<file path="config.mk">
export PLATFORM = sky130hd
export DESIGN_NAME = hilo_mdu_flat
export DESIGN_NICKNAME = d
export VERILOG_FILES = /design/src/rtl/hilo_mdu_if.sv /design/src/rtl/hilo_mdu.sv /design/src/flat_wrapper.sv
export SDC_FILE = /design/constraint.sdc
export NUM_CORES = 2
export LEC_CHECK = 0
export ABC_AREA = 1
export CAP_MARGIN = 10
export CORE_AREA = 2 2 374 302
export DETAILED_ROUTE_END_ITERATION = 16
export DIE_AREA = 0 0 376 304
export PLACE_DENSITY = 0.77
export SETUP_SLACK_MARGIN = 0.3
export SLEW_MARGIN = 20
export SYNTH_ARGS = -nofsm -noshare
export SYNTH_HDL_FRONTEND = slang
export SYNTH_SLANG_ARGS = --single-unit
</file>
<file path="constraint.sdc">
create_clock -name clk -period 6.2 [get_ports clk]
set_input_delay 1.86 -clock clk [delete_from_list [all_inputs] [get_ports clk]]
set_output_delay 1.86 -clock clk [all_outputs]
set_load 0.01 [all_outputs]
</file>
<file path="src/rtl/hilo_mdu_if.sv">
// Request channel from the execute stage to the HI/LO multiply/divide unit.
// The master presents an op and operands. The slave (hilo_mdu) returns ready.
interface hilo_mdu_if;
    logic        req_valid;
    logic        req_ready;
    logic [2:0]  req_op;
    logic [31:0] src_a;
    logic [31:0] src_b;

    modport master (output req_valid, output req_op, output src_a, output src_b, input req_ready);
    modport slave  (input req_valid, input req_op, input src_a, input src_b, output req_ready);
endinterface

</file>
<file path="src/rtl/hilo_mdu.sv">
// HI/LO owner for the MIPS core: fixed-latency multiply, radix-2 restoring divide, MFHI/MFLO read path.
// Optional macro HILO_BYPASS_EN forwards the value being written to the read port in a completion cycle.
module hilo_mdu #(
    parameter int MUL_LAT = 4
) (
    input  logic        clk,
    input  logic        reset_n,
    hilo_mdu_if.slave   req,
    input  logic        flush,
    input  logic        mf_valid,
    input  logic        mf_sel,
    output logic [31:0] hilo,
    output logic        mf_stall,
    output logic        busy
);

    localparam logic [2:0] OP_MULT  = 3'd0;
    localparam logic [2:0] OP_MULTU = 3'd1;
    localparam logic [2:0] OP_DIV   = 3'd2;
    localparam logic [2:0] OP_DIVU  = 3'd3;
    localparam logic [2:0] OP_MTHI  = 3'd4;
    localparam logic [2:0] OP_MTLO  = 3'd5;

    typedef enum logic [1:0] {S_IDLE, S_MUL, S_DIV, S_FIX} state_t;

    state_t      state, state_nxt;
    logic [4:0]  cnt;
    logic [63:0] pend;
    logic [31:0] hi, lo;
    logic [31:0] rem, quo, dvs;
    logic        q_neg, r_neg;

    logic        accept, is_mul, is_div, signed_op, div_zero;
    logic [63:0] ext_a, ext_b, product;
    logic [31:0] mag_a, mag_b;
    logic [32:0] rem_sh, rem_diff;
    logic        quo_bit;
    logic [31:0] rem_step;
    logic        done;
    logic        hi_we, lo_we;
    logic [31:0] hi_nxt, lo_nxt;

    // Request decode and operand conditioning.
    always_comb begin
        busy          = (state != S_IDLE);
        req.req_ready = !busy;
        accept        = req.req_valid && req.req_ready && (req.req_op <= OP_MTLO);
        is_mul        = (req.req_op == OP_MULT) || (req.req_op == OP_MULTU);
        is_div        = (req.req_op == OP_DIV)  || (req.req_op == OP_DIVU);
        signed_op     = (req.req_op == OP_MULT) || (req.req_op == OP_DIV);
        div_zero      = is_div && (req.src_b == 32'd0);
        ext_a         = signed_op ? {{32{req.src_a[31]}}, req.src_a} : {32'd0, req.src_a};
        ext_b         = signed_op ? {{32{req.src_b[31]}}, req.src_b} : {32'd0, req.src_b};
        // Low 64 bits of the widened product are correct for both signed and unsigned.
        product       = ext_a * ext_b;
        mag_a         = (signed_op && req.src_a[31]) ? (~req.src_a + 32'd1) : req.src_a;
        mag_b         = (signed_op && req.src_b[31]) ? (~req.src_b + 32'd1) : req.src_b;
    end

    // One restoring step: the 33-bit difference's top bit is the borrow.
    always_comb begin
        rem_sh   = {rem, quo[31]};
        rem_diff = rem_sh - {1'b0, dvs};
        quo_bit  = !rem_diff[32];
        rem_step = quo_bit ? rem_diff[31:0] : rem_sh[31:0];
    end

    // NOTE: every output of a combinational block gets a default first so no latch is inferred.
    always_comb begin
        state_nxt = state;
        done      = 1'b0;
        case (state)
            S_IDLE: begin
                if (accept && is_mul)
                    state_nxt = S_MUL;
                else if (accept && is_div && !div_zero)
                    state_nxt = S_DIV;
            end
            S_MUL: begin
                if (flush)
                    state_nxt = S_IDLE;
                else if (cnt == 5'd0) begin
                    state_nxt = S_IDLE;
                    done      = 1'b1;
                end
            end
            S_DIV: begin
                if (flush)
                    state_nxt = S_IDLE;
                else if (cnt == 5'd0)
                    state_nxt = S_FIX;
            end
            S_FIX: begin
                state_nxt = S_IDLE;
                done      = !flush;
            end
            default: state_nxt = S_IDLE;
        endcase
    end

    // HI/LO write selection. A flush in a completion cycle clears done, suppressing the write.
    always_comb begin
        hi_we  = 1'b0;
        lo_we  = 1'b0;
        hi_nxt = hi;
        lo_nxt = lo;
        if (state == S_IDLE && accept) begin
            if (req.req_op == OP_MTHI) begin
                hi_we  = 1'b1;
                hi_nxt = req.src_a;
            end else if (req.req_op == OP_MTLO) begin
                lo_we  = 1'b1;
                lo_nxt = req.src_a;
            end else if (div_zero) begin
                hi_we  = 1'b1;
                lo_we  = 1'b1;
                hi_nxt = req.src_a;
                lo_nxt = 32'hFFFF_FFFF;
            end
        end else if (done && state == S_MUL) begin
            hi_we  = 1'b1;
            lo_we  = 1'b1;
            hi_nxt = pend[63:32];
            lo_nxt = pend[31:0];
        end else if (done && state == S_FIX) begin
            hi_we  = 1'b1;
            lo_we  = 1'b1;
            hi_nxt = r_neg ? (~rem + 32'd1) : rem;
            lo_nxt = q_neg ? (~quo + 32'd1) : quo;
        end
    end

    // NOTE: sequential state uses non-blocking assignments so every register samples pre-edge values.
    always_ff @(posedge clk or negedge reset_n) begin
        if (!reset_n) begin
            state <= S_IDLE;
            hi    <= 32'd0;
            lo    <= 32'd0;
        end else begin
            state <= state_nxt;
            if (hi_we) hi <= hi_nxt;
            if (lo_we) lo <= lo_nxt;
        end
    end

    // NOTE: the datapath registers are reset as well, so a mid-operation reset leaves no stale operands.
    always_ff @(posedge clk or negedge reset_n) begin
        if (!reset_n) begin
            cnt   <= 5'd0;
            pend  <= 64'd0;
            rem   <= 32'd0;
            quo   <= 32'd0;
            dvs   <= 32'd0;
            q_neg <= 1'b0;
            r_neg <= 1'b0;
        end else begin
            case (state)
                S_IDLE: begin
                    if (accept && is_mul) begin
                        pend <= product;
                        cnt  <= 5'(MUL_LAT - 1);
                    end else if (accept && is_div && !div_zero) begin
                        quo   <= mag_a;
                        dvs   <= mag_b;
                        rem   <= 32'd0;
                        cnt   <= 5'd31;
                        q_neg <= (req.req_op == OP_DIV) && (req.src_a[31] ^ req.src_b[31]);
                        r_neg <= (req.req_op == OP_DIV) && req.src_a[31];
                    end
                end
                S_MUL: begin
                    if (!flush && cnt != 5'd0)
                        cnt <= cnt - 5'd1;
                end
                S_DIV: begin
                    if (!flush) begin
                        rem <= rem_step;
                        quo <= {quo[30:0], quo_bit};
                        if (cnt != 5'd0)
                            cnt <= cnt - 5'd1;
                    end
                end
                default: ;
            endcase
        end
    end

`ifdef HILO_BYPASS_EN
    // hi_nxt/lo_nxt equal the registered values unless a write lands at this edge.
    always_comb begin
        hilo     = mf_sel ? lo_nxt : hi_nxt;
        mf_stall = mf_valid && busy && !done;
    end
`else
    always_comb begin
        hilo     = mf_sel ? lo : hi;
        mf_stall = mf_valid && busy;
    end
`endif

endmodule

</file>
<file path="src/flat_wrapper.sv">
// flat-port wrapper written by rule: the top's interface ports become plain ports
module hilo_mdu_flat 
#(
    parameter int MUL_LAT = 4
)
  (clk, reset_n, flush, mf_valid, mf_sel, hilo, mf_stall, busy, req_req_valid, req_req_op, req_src_a, req_src_b, req_req_ready);
  hilo_mdu_if req_i ();
  input  logic clk;
  input  logic reset_n;
  input  logic flush;
  input  logic mf_valid;
  input  logic mf_sel;
  output logic [31:0] hilo;
  output logic mf_stall;
  output logic busy;
  input wire logic [$bits(req_i.req_valid)-1:0] req_req_valid;
  input wire logic [$bits(req_i.req_op)-1:0] req_req_op;
  input wire logic [$bits(req_i.src_a)-1:0] req_src_a;
  input wire logic [$bits(req_i.src_b)-1:0] req_src_b;
  output wire logic [$bits(req_i.req_ready)-1:0] req_req_ready;
  assign req_i.req_valid = req_req_valid;
  assign req_i.req_op = req_req_op;
  assign req_i.src_a = req_src_a;
  assign req_i.src_b = req_src_b;
  assign req_req_ready = req_i.req_ready;
  hilo_mdu #(.MUL_LAT(MUL_LAT)) u_core (.clk(clk), .reset_n(reset_n), .req(req_i), .flush(flush), .mf_valid(mf_valid), .mf_sel(mf_sel), .hilo(hilo), .mf_stall(mf_stall), .busy(busy));
endmodule
</file>
Word-level counts from Yosys, hierarchy flattened:

Cells that the tools add are included.

* input bits: 73
* bits in latches: 0
* memory bits (read-only): 0
* word-level logic and storage cells: 135
* register bits: 233
* RAM bits: 0
* memories: 0

* bitwise operators: 6
* shift operators: 0
* reductions and logical operators: 38
* add/subtract/negate cells: 6
* multiply operators: 1
* divide/modulo/power cells: 0
* magnitude comparators: 1
* muxes and demuxes: 53
* eq/ne operators: 20

Operators by type and width (count)
* $mux 32: 24
* $add 32x1->32 const B: 4
* $mux 64: 2
* $not 32->32: 4
* $pmux 32 s2: 2
* $mul 64x64->64: 1
* $sub 33x32->33: 1
* $logic_not 32->1: 1
* $mux 5: 5
* $logic_and 1x1->1: 15
* $ne 3x2->1 const B: 5
* $pmux 5 s3: 1
* $mux 2: 6
* $reduce_and 4->1: 3
* $mux 1: 11
* $ne 2x2->1 const B: 5
* $pmux 2 s4: 1
* $eq 3x2->1 const B: 2
* $eq 3x3->1 const B: 2
* $reduce_and 3->1: 2
* $reduce_bool 3->1: 2
* $logic_not 5->1: 1
* $reduce_and 5->1: 1
* $reduce_bool 5->1: 1
* 16 further kinds: 23

Logic depth before layout (Yosys ltp):

* word-level depth: 9
* mapped depth: 43

Worst setup path before layout:

No wires, ideal clock.

* path type: input -> register
* start: in req_req_op[2]
* end: reg u_core.pend[63]
* slack: -4.500 ns
* buffers on the path: 3
* arrival: 10.582 ns
* stages on the path: 40
* required time: 6.082 ns
* cells stage by stage: inv_1 > nand3_1 > nand2_1 > inv_2 > nor2_2 > buf_4 > buf_2 > buf_1 > nand2_1 > fa_1 > inv_1 > fa_1 > fa_1 > inv_1 > fa_1 > inv_1 > fa_1 > inv_1 > [... 4 more ...] > fa_1 > inv_1 > fa_1 > inv_1 > fa_1 > inv_1 > ha_1 > nand2_1 > nor3_1 > nand2_1 > nor2_1 > inv_1 > o21ai_0 > inv_1 > nand2_1 > nand3_1 > nand3_1 > nand2_1

* cells in the longest elaborated chain, start to end: 4
* elaborated cells on any way between the ends: 12
* those cells by class: mul: 1; order compare: 1; eq/ne: 2; mux: 2; reduce/logical: 6

RTL lines
* start, declared: RTL line flat_wrapper.sv:17 `input wire logic [$bits(req_i.req_op)-1:0] req_req_op;`
* $eq 3x2->1 (tied with other cells): RTL line hilo_mdu.sv:50 `signed_op = (req.req_op == OP_MULT) || (req.req_op == OP_DIV);`
* $logic_or 1x1->1 (tied with other cells): RTL line hilo_mdu.sv:50
* $mux 64 (tied with other cells): RTL line hilo_mdu.sv:52 `ext_a = signed_op ? {{32{req.src_a[31]}}, req.src_a} : {32'd0, req.src_a};`
* $mul 64x64->64 or $reduce_and 2->1 (tied branches)
* end signal, assigned: RTL line hilo_mdu.sv:160 `pend <= product;`
* end, declared: RTL line hilo_mdu.sv:28 `logic [63:0] pend;`

Parallel ways exist; a longest one is shown, timed or not.
A chain may end at the register's enable or synchronous reset.

Final worst setup path:

* start: in req_req_op[2]
* end: reg u_core.pend[60]

The elaborated chain is that of the path after synthesis.

==> impl_metrics.csv <==
group,metric,value,unit
outcome,run_status,"finished, violations left",
outcome,violations,"setup timing",
worst_setup_path,worst-path-max-fanout,13,
die,std_cell_rows,110,
place,gp_congestion,1.11,
sta,tns,-162.13,ns
place,placed_cells,10500,
final_layout,drive_gt1_share,23.7,%
grt,antenna_found_initial,28,
clock_network,clockBufferDepth,3,
place,place_area,76900,µm²
logic_synthesis,ys_warn_count,0,
worst_setup_path,crit-reg2reg-launch,"u_core.quo[31]$_DFFE_PN0P_",
clock_network,cts_tree,"built",
job,max_cap_viol_count,0,
sta,slew_headroom,34.2,%
sta,period_share,157,%
clock_network,htree_levels,1,
grt,grt_max_degree,94,
route,vias,61900,
worst_hold_path,hp-start,"u_core.lo[5]$_DFFE_PN0P_",
worst_setup_path,cp.required,6.67,ns
worst_setup_path,r2r.worst_path.cells,16,
place,io_buffer_count,107,
die,fp.dieH,304,µm
worst_setup_path,critical-path-slowest-cell,"fa_1",
worst_setup_path,worstSetupPathType,"in -> reg",
sta,finalSetupViolCount,57,
route,drt-total-wl,275000,µm
logic_synthesis,ys_types,61,
clock_network,root_buffer,"clkbuf_16",
worst_hold_path,holdPathStages,2,
worst_hold_path,min_path_type,"reg -> reg",
place,place_hpwl,221000,µm
die,dieArea,114000,µm²
worst_setup_path,worst_setup_path_end_kind,"register",
die,die_x,376,µm
sta,layout_setup_ws,-3.55,ns
route,vias_per_cell,5.74,
clock_network,path_clk_slew,0.07,ns
route,wire_per_inst,25.5,µm
grt,grt-ovfl-total,0,
final_layout,syn_to_final_growth,26.1,%
worst_setup_path,r2r-end,"u_core.rem[29]$_DFFE_PN0P_",
logic_synthesis,synth_area,65800,µm²
final_layout,nets,11100,
die,initial_core_util,59.2,%
logic_synthesis,synthFlopType,"dfrtp_1",
route,route.detailed.drc,0,
sta,period_needed,9.75,ns
clock_network,numCtsBuffers,27,
clock_network,cts.sinks,233,
die,io_pins,108,
final_layout,layout_commonest_cell,"inv_1",
sta,clock_skew,0.0276,ns
sta,tightest_slew,0.988,ns
sta,hold_viol_final,0,
grt,grt_first_pass_wirelength,401000,µm
sta,max_freq,0.103,GHz
worst_setup_path,crit_top_cell,"fa_1",
sta,maxSlewViolCount,0,
worst_setup_path,cp.arrival,10.22,ns
logic_synthesis,synthArstFlopShare,100,%
logic_synthesis,synth.avg_cell_area,7.84,µm²
clock_network,cts_hold_buf,0,
final_layout,stdcell_count,10800,
die,core_area,111000,µm²
logic_synthesis,syn-num-nets,10200,
worst_hold_path,min_to,"u_core.lo[5]$_DFFE_PN0P_",
final_layout,layout_common_cells,"2,143 x inv_1, 1,817 x nand2_1, 1,269 x fa_1",
route,drt_first_iter_violations,7565,
worst_setup_path,critPathMaxStageDelay,0.58,ns
sta,rsz0062_at_grt,"yes",
worst_setup_path,regToRegSetupSlack,2.33,ns
route,firstDrtPassIters,6,
final_layout,design_area,83000,µm²
clock_network,clk-insertion-delay-late,0.61,ns
grt,grt_use_total,47.9,%
route,ant_nets,0,
logic_synthesis,synth_seq_cells,233,
logic_synthesis,synthCells,8398,
logic_synthesis,synth_edf_count,0,
grt,grt_pass1_vias,63600,
logic_synthesis,yosysSeqAreaShare,8.86,%
sta,holdWs,0.485,ns
worst_setup_path,startpoint_type,"input pin",
## registers in the layout, indices dropped and copies added, names as in the netlist
| register | count |
|---|---|
| u_core.pend | 64 |
| u_core.dvs | 32 |
| u_core.hi | 32 |
| u_core.lo | 32 |
| u_core.quo | 32 |
| u_core.rem | 32 |
| u_core.cnt | 5 |
| u_core.state | 2 |
| u_core.q_neg | 1 |
| u_core.r_neg | 1 |
## worst max-delay path by stage
| stage | startpoint | end | slack [ns] | cells after the start |
|---|---|---|---|---|
| 2_1_floorplan | req_req_op[2] | u_core.pend[63]$_DFFE_PN0P_ | -3.69 | 40 |
| 4_1_cts | req_req_op[2] | u_core.pend[63]$_DFFE_PN0P_ | -3.32 | 41 |
| 5_1_grt | req_req_op[1] | u_core.pend[60]$_DFFE_PN0P_ | -3.79 | 36 |
| 3_3_place_gp | req_req_op[2] | u_core.pend[63]$_DFFE_PN0P_ | -4.76 | 33 |
| 6_report | req_req_op[2] | u_core.pend[60]$_DFFE_PN0P_ | -3.55 | 37 |
| 3_5_place_dp | req_req_op[2] | u_core.pend[63]$_DFFE_PN0P_ | -4.90 | 33 |
## cell families (layout without fill, tap and decap cells)
logic type | Yosys count | after routing | share of synthesized area [%]
mux | 11 | 11 | 0.188
simple gates | 2818 | 2818 | 17.3
fa+ha+maj | 1777 | 1777 | 50.0
compound gates | 739 | 739 | 6.36
xor+xnor | 125 | 125 | 1.66
buf+inv | 2695 | 3599 | 15.7
other cells | 0 | 23 | 0
flops | 233 | 233 | 8.86
## layout make-up
type                    instances  area [µm²]
clock inverters                14         156
clock buffers                  36         749
fillers                      7930       28200
multi-input cells            5470       53900
diodes                         23        57.6
well taps                    1456        1820
inverters                    2328        8780
flip-flops and latches        233        5830
repair buffers               1221       11800
## worst max-delay path: cells and delay by family
family | cells | cell delay (ns)
buf+inv | 15 | 1.58
compound gates | 5 | 0.84
fa+ha+maj | 11 | 5.38
simple gates | 6 | 0.53
## stage by stage
| stage | worst slack (ns) | utilization (%) |
|---|---|---|
| global route | -3.79 | 74.6 |
| global placement | -4.76 | 69.1 |
| CTS | -3.32 | 72.7 |
| floorplan | -3.69 | - |
| detailed placement | -4.90 | 69.1 |
| finish | -3.55 | 74.7 |
## routing by layer
metal	GRT usage [%]	share of wire, %	vias to the layer above	wire length, µm
li1	-	-	26200	-
met1	66.1	37	30300	102000
met2	65.5	40	4315	110000
met3	17.8	15	1043	42200
met4	25.6	7.4	20	20400
met5	0	0.049	-	135
## synthesized netlist by cell type (27+ instances only)
master	count	area (µm²)
inv_1	2310	8670
nand2_1	1981	7440
fa_1	1421	28400
nor2_1	410	1540
ha_1	356	4450
o21ai_0	288	1440
nand3_1	244	1220
dfrtp_1	233	5830
a21oi_1	216	1080
clkbuf_1	189	709
buf_1	117	439
xor2_1	73	639
o21ai_1	64	320
xnor2_1	52	455
nor3_1	50	250
nand4_1	44	275
a31oi_1	43	269
buf_2	37	185
or2_2	27	169
## what timing repair did
action	in CTS	in global routing
buffers inserted	90	70
gates resized for setup	605	425
cloned	9	5
pin swaps	269	292
endpoints found under the setup margin	58	58
Power is left out: the tool's default activity adds up to more than one toggle a clock period on the data nets, which glitch-free logic cannot reach.
